<file path="config.mk">
export PLATFORM = sky130hd
export DESIGN_NAME = stream_arbiter
export DESIGN_NICKNAME = d
export VERILOG_FILES = /design/src/rtl/stream_pkg.sv /design/src/rtl/stream_arb_rr.sv /design/src/rtl/stream_arbiter.sv
export SDC_FILE = /design/constraint.sdc
export NUM_CORES = 1
export LEC_CHECK = 0
export CAP_MARGIN = 20
export CORE_MARGIN = 8
export CORE_UTILIZATION = 44
export CTS_BUF_LIST = sky130_fd_sc_hd__clkbuf_4
export DETAILED_ROUTE_END_ITERATION = 8
export PLACE_DENSITY = 0.84
export SETUP_SLACK_MARGIN = 0.4
export SLEW_MARGIN = 20
export SYNTH_ARGS = -nofsm -noshare
export SYNTH_HDL_FRONTEND = slang
export SYNTH_SLANG_ARGS = --single-unit
</file>
<file path="constraint.sdc">
create_clock -name clk -period 2.7 [get_ports clk]
set_input_delay 0.27 -clock clk [delete_from_list [all_inputs] [get_ports clk]]
set_output_delay 0.27 -clock clk [all_outputs]
set_load 0.01 [all_outputs]
</file>
<file path="src/rtl/stream_pkg.sv">
// Shared FSM encoding and width helper for the stream arbiter slice.
package stream_pkg;

    typedef enum logic {
        ST_IDLE = 1'b0,
        ST_BUSY = 1'b1
    } arb_state_t;

    function automatic int clog2(input int value);
        int r;
        r = 0;
        for (int i = 0; i < 32; i++) begin
            if ((1 << r) < value) r = r + 1;
        end
        return r;
    endfunction

endpackage

</file>
<file path="src/rtl/stream_arb_rr.sv">
// Rotating-priority picker: returns the first set req bit after index last,
// wrapping modulo N.
module stream_arb_rr
    import stream_pkg::*;
#(
    parameter int N = 4,
    parameter int W = clog2(N)
) (
    input  logic [N-1:0] req,
    input  logic [W-1:0] last,
    output logic [W-1:0] idx,
    output logic         any
);

    logic [W:0] pos;

    // Scan from the farthest candidate down so the nearest one after last wins.
    always_comb begin
        idx = '0;
        any = 1'b0;
        pos = '0;
        for (int k = N; k >= 1; k--) begin
            pos = {1'b0, last} + (W+1)'(k);
            if (pos >= (W+1)'(N)) pos = pos - (W+1)'(N);
            if (req[pos[W-1:0]]) begin
                idx = pos[W-1:0];
                any = 1'b1;
            end
        end
    end

endmodule

</file>
<file path="src/rtl/stream_arbiter.sv">
// Round-robin arbiter sharing one stream sink among N sources, up to BL beats per
// grant, through a one-deep output register. STREAM_ARB_SEL_EN adds out_sel.
//
//   state   | meaning
//   ST_IDLE | no grant held; picks the next requester after last
//   ST_BUSY | grant held; forwards beats until BL beats or source goes idle
module stream_arbiter
    import stream_pkg::*;
#(
    parameter int DW = 8,
    parameter int N  = 4,
    parameter int BL = 4
) (
    input  logic                clk,
    input  logic                rst,
    input  logic [N-1:0]        in_vld,
    input  logic [N*DW-1:0]     in_dat,
    output logic [N-1:0]        in_rdy,
    output logic                out_vld,
    output logic [DW-1:0]       out_dat,
`ifdef STREAM_ARB_SEL_EN
    output logic [clog2(N)-1:0] out_sel,
`endif
    input  logic                out_rdy
);

    localparam int GW = clog2(N);
    localparam int BW = clog2(BL) + 1;

    arb_state_t    state;
    logic [GW-1:0] grant;
    logic [GW-1:0] last;
    logic [GW-1:0] pick_idx;
    logic          pick_any;
    logic [BW-1:0] beat;
    logic          ld;
    logic          in_beat;
    logic [DW-1:0] dat_arr [N];

    for (genvar g = 0; g < N; g++) begin : g_unpack
        assign dat_arr[g] = in_dat[g*DW +: DW];
    end

    stream_arb_rr #(
        .N (N),
        .W (GW)
    ) u_rr (
        .req  (in_vld),
        .last (last),
        .idx  (pick_idx),
        .any  (pick_any)
    );

    assign ld      = ~out_vld | out_rdy;
    assign in_beat = (state == ST_BUSY) & in_vld[grant] & ld;

    always_comb begin
        in_rdy = '0;
        if (state == ST_BUSY && ld) in_rdy[grant] = 1'b1;
    end

    always_ff @(posedge clk or negedge rst) begin
        if (!rst) begin
            state   <= ST_IDLE;
            grant   <= '0;
            last    <= GW'(N-1);
            beat    <= '0;
            out_vld <= 1'b0;
            out_dat <= '0;
`ifdef STREAM_ARB_SEL_EN
            out_sel <= '0;
`endif
        end else begin
            if (ld) begin
                out_vld <= in_beat;
                if (in_beat) begin
                    out_dat <= dat_arr[grant];
`ifdef STREAM_ARB_SEL_EN
                    out_sel <= grant;
`endif
                end
            end
            case (state)
                ST_IDLE: begin
                    if (pick_any) begin
                        grant <= pick_idx;
                        beat  <= '0;
                        state <= ST_BUSY;
                    end
                end
                ST_BUSY: begin
                    if (in_beat) begin
                        if (beat == BW'(BL-1)) begin
                            last  <= grant;
                            state <= ST_IDLE;
                        end else begin
                            beat <= beat + BW'(1);
                        end
                    end else if (!in_vld[grant]) begin
                        // Source went quiet: release without losing anything.
                        last  <= grant;
                        state <= ST_IDLE;
                    end
                end
                default: state <= ST_IDLE;
            endcase
        end
    end

endmodule

</file>
Word-level counts from Yosys, hierarchy flattened
Cells that the tools add are included.
Widths: inputs -> output; s select.
{"block": "totals", "word_cells": 84, "regBits": 17, "inputBits": 39, "output_inout_bits": 13}
{"block": "classes", "n_lt_le_gt_ge": 11, "eq_ne": 6, "addsub": 9, "bitwise_logic": 6, "n_mux": 40, "reduce_logical": 6}
{"cell": "$mux 2", "n": 11}
{"cell": "$bmux 8 s2", "n": 1}
{"cell": "$mux 8", "n": 2}
{"cell": "$ge 3x3->1 const B", "n": 5}
{"cell": "$lt 2x3->1 const B", "n": 5}
{"cell": "$mux 1", "n": 14}
{"cell": "$bmux 1 s2", "n": 5}
{"cell": "$mux 3", "n": 3}
{"cell": "$sub 2x1->2 const B", "n": 4}
{"cell": "$add 2x2->3 const B", "n": 2}
{"cell": "$ne 2x2->1 const B", "n": 3}
{"cell": "$pmux 3 s2", "n": 1}
{"cell": "$reduce_and 3->1", "n": 2}
{"cell": "$mux 4", "n": 1}
{"cell": "$ne 2x1->1 const B", "n": 2}
{"cell": "$reduce_and 2->1", "n": 2}
{"cell": "$add 2x1->3 const B", "n": 1}
{"cell": "$add 2x3->3 const B", "n": 1}
{"cell": "$add 3x1->3 const B", "n": 1}
{"cell": "$eq 3x2->1 const B", "n": 1}
{"cell": "$not 2->3", "n": 1}
{"cell": "$and 1x1->1", "n": 2}
{"cell": "$demux 1 s2", "n": 1}
{"cell": "$ge 2x1->1 const B", "n": 1}
{"cell": "other kinds (4)", "n": 6}

Logic depth before layout (Yosys ltp)
{"block": "logic_depth", "ltp_word": 11, "depth_mapped": 5, "ltp_nobuf": 5}

Modules after synthesis
From an unflattened synthesis, not the netlist that was laid out.
{"block": "hier_totals", "cells_unflattened": 83, "area_unflattened_um2": 1082.3}
{"mod": "stream_arbiter", "cells_each": 69, "instances": 1, "seq_area_each_um2": 427.9, "area_each_um2": 991.0}
{"mod": "stream_arb_rr", "cells_each": 14, "instances": 1, "seq_area_each_um2": 0.0, "area_each_um2": 91.3}

Worst setup path before layout
OpenSTA, ideal clock, no wires.
{"block": "synth_path", "kind": "register to register", "start": "register grant[0]", "end": "register out_dat[0]", "path_stages_with_launch": 4, "period_less_slack_ns": 1.593, "t_required_ns": 2.575, "setup_ns": 0.125, "t_arrival_ns": 1.468, "path_slack_ns": 1.107, "path_buffers": 0, "cell_sequence": "dfrtp_1 mux4_2 nand3_2 mux2_2"}
{"block": "synth_between", "elab_chain_cells": 5, "elab_cells_between_ends": 9, "classes_between": "mux (5); bitwise (3); reduce/logical (1)"}
{"item": "start, declared", "line_no": "stream_arbiter.sv:31", "text": "logic [GW-1:0] grant;"}
{"item": "start signal, assigned", "line_no": "stream_arbiter.sv:86", "text": "grant <= pick_idx;"}
{"item": "$bmux 1 s2", "line_no": "stream_arbiter.sv:55", "text": "assign in_beat = (state == ST_BUSY) & in_vld[grant] & ld;"}
{"item": "$mux 1 (not written as such)", "line_no": "stream_arbiter.sv:55"}
{"item": "$and 1x1->1 (2 in series)", "line_no": "stream_arbiter.sv:55"}
{"item": "$reduce_and 2->1 (no source line)"}
{"item": "end signal, assigned", "line_no": "stream_arbiter.sv:77", "text": "out_dat <= dat_arr[grant];"}
{"item": "end, declared", "line_no": "stream_arbiter.sv:20", "text": "output logic [DW-1:0] out_dat,"}
Parallel ways exist; a longest one is shown, timed or not. The select of a mux whose other input is x is not followed.
A chain may end at the register's enable or synchronous reset.

Worst setup path in the final report
{"block": "layout_path", "start": "register grant[1]", "end": "output in_rdy[2]"}
{"block": "layout_between", "elab_chain_cells": 5, "elab_cells_between_ends": 6, "classes_between": "order compare (2); mux (3); reduce/logical (1)"}
{"item": "$lt 2x3->1 (not written as such) / $ge 2x1->1 (equally long branches)", "line_no": "stream_arbiter.sv:59", "text": "if (state == ST_BUSY && ld) in_rdy[grant] = 1'b1;"}
{"item": "$logic_and 1x1->1 (not written as such)", "line_no": "stream_arbiter.sv:59"}
{"item": "$mux 1 (not written as such)", "line_no": "stream_arbiter.sv:59"}
{"item": "$demux 1 s2 *", "line_no": "stream_arbiter.sv:59"}
{"item": "$mux 4 *", "line_no": "stream_arbiter.sv:59"}
{"item": "end, declared", "line_no": "stream_arbiter.sv:18", "text": "output logic [N-1:0] in_rdy,"}
Mark *: on every way between the ends. The rest lies on a longest branch, timed or not.

==> run metrics <==
outcome=completed; Detailed Route WL=3.04 mm; Period minus WS final=2120 ps; Iter 0 DRT Violations=42; All-Layer GR Usage=15.1%; total number of vias=898; net count after synthesis=121; commonest cells after routing, fill and taps aside=51 x clkdlybuf4s50_1, 14 x dfrtp_1, 10 x nand2_1, 9 x mux4_2, 8 x mux2_2; RR Startpoint=grant[0]; Die W=63.9 µm; I/O pin cnt=52; CTS tree=yes; Setup TNS=0 ps; H-tree levels=1; global route overflow=0; hpwl dp=2.42 mm; fin area=1580 µm²; gate count of the mapped netlist=80; ANT nets after route=0; die area=4080 µm²; top cells by area, synth=dfrtp_1 37%, mux4_2 20%, mux2_2 8.9%; clock slew at reported path FFs=100 ps; worst hold path class=in -> async; fin crit share=78.6%; Layout area overhead=57.1%; Worst-Skew Late Latency=300 ps; vias per cell=5.54; Avg Inst Size Synth=12.6 µm²; CP Launch Type=register; relative slew slack=48.7%; ant diodes=0; ys flop type=dfrtp_1; per-cell routed wire length=18.8 µm; # setup viols final=0; placed instance area=1550 µm²; Layout Nets=176; Post-synth ARST share=100%; fill count=152; largest net degree at the start of global routing=18; Critical Path RT=2430 ps; gpl congestion=0.838; drt drc=0; most common cell after layout, fill and taps aside=clkdlybuf4s50_1; initial antenna violation count=0; post-synthesis cell area=1010 µm²; Yosys cell types=26; peak fanout along the critical path=14; CP Capture Type=output pin; WS Path Type=reg -> out; IO buf count=51; RSZ-0062 raised after global routing=no; Critical Path AT=1850 ps; Starting Density=46.0%; die height=63.9 µm; clk root buf=clkbuf_4; maximum vdd ir drop=0.657 mV; Final Hold Fails=0; pwr dens=975 nW/µm²; r2r worst-path depth=3; DRT Pass-1 Iters=4; Core ar.=2190 µm²; sequential share of the synthesized area=42.4%; FF-to-FF End=out_dat[0]; fmax=471 MHz; share of layout cells above drive strength 1=21.6%; LEAKAGE=0.652 nW; max-slew violation count=0; Syn. warnings=0; CTS buffer count=3; R2R Setup Slk=780 ps; first-pass GRT wire length=4.91 mm; Post-CTS Hold Fix Bufs=0; number of placement rows=17; max-cap violations=0; area leader, netlist=dfrtp_1; Final Skew=8.56 ps; Least-Margin Pin Slew=767 ps; post-synth top area share=37.2%; vias in the first global route=931; Post-synth EDFFs=0; synthesis-stage register bit count=17; CTS sink count=17; CTS max path bufs=2
[cells in the mapped netlist (all sizes together), types with 2 or more instances]
cell    n
nand3   2
inv     6
nor2    4
o21ai   2
nand2  10
nor3    2
mux2    9
ha      2
dfrtp  15
mux4    9
a21oi   2
mux2i   5
dfstp   2
[registers in the layout, summed over array words and instances (netlist names)]
name and count:
beat 3, last 2, grant 2, out_dat 8
state 1, out_vld 1
[layout make-up]
| type | instances | area, µm² | share of cell area [%] |
|---|---|---|---|
| multi-input combinational | 55 | 549 | 34.7 |
| timing repair buffer | 52 | 518 | 32.7 |
| sequential | 17 | 429 | 27.1 |
| tap | 28 | 35.0 | 2.21 |
| clock buffer | 4 | 30.0 | 1.90 |
| inverter | 6 | 22.5 | 1.42 |
[worst max-delay path, cell delays in order (launching register included)]
cell,delay [ps]
dfrtp_1,690
nand3_1,190
nor2_1,120
clkdlybuf4s50_1,550
[power by group]
part / total, mW / internal, mW / switching, mW
Combinational: 0.846 / 0.531 / 0.315
Clock: 0.149 / 0.0676 / 0.0818
Sequential: 0.549 / 0.392 / 0.157
Total: 1.55 / 0.991 / 0.554
[layer usage]
metal	wire [µm]	vias up	track usage [%]
met4	57	0	6.69
met2	1400	50	23.7
met1	1300	432	19.1
li1	-	411	-
met3	276	5	3.66
met5	0	-	0
[how the worst max path moves through the flow]
stage | startpoint | endpoint | slack (ps) | cells past startpoint
after global placement | grant[0] | out_dat[2] | 630 | 3
after detailed placement | grant[0] | out_dat[0] | 570 | 3
final | grant[1] | in_rdy[2] | 580 | 3
after global routing | grant[1] | in_rdy[3] | 440 | 3
after CTS | grant[0] | in_rdy[1] | 560 | 3
after floorplan | grant[0] | out_dat[0] | 1110 | 3
[kinds of logic (layout without fill, tap and decap cells)]
| group | count (synthesis) | count (layout) | synth area share [%] |
|---|---|---|---|
| AO/OA/AOI/OAI | 11 | 11 | 7.45 |
| adder cells (fa/ha/maj) | 2 | 2 | 2.48 |
| buffers and inverters | 8 | 62 | 3.10 |
| flip-flops | 17 | 17 | 42.4 |
| multiplexers | 23 | 23 | 35.5 |
| AND/OR/NAND/NOR | 19 | 19 | 9.06 |
[what timing repair did]
item                       CTS  global route
gates resized for setup      1             0
setup endpoints to repair    1             0
buffers inserted             0             0
[stage by stage]
| stage | instances | util, % | total power, mW | setup WS (ps) | hold slack (ps) |
|---|---|---|---|---|---|
| after floorplan | 80 | - | 1.04 | 1110 | -25.6 |
| after global placement | 158 | 70.9 | 1.37 | 625 | 472 |
| after detailed placement | 158 | 70.9 | 1.40 | 569 | 483 |
| after CTS | 162 | 72.3 | 1.55 | 561 | 450 |
| after global routing | 162 | 72.3 | 1.65 | 442 | 473 |
| final | 162 | 72.3 | 1.55 | 579 | 411 |
Note: power is estimated with default switching activity, not from simulation.
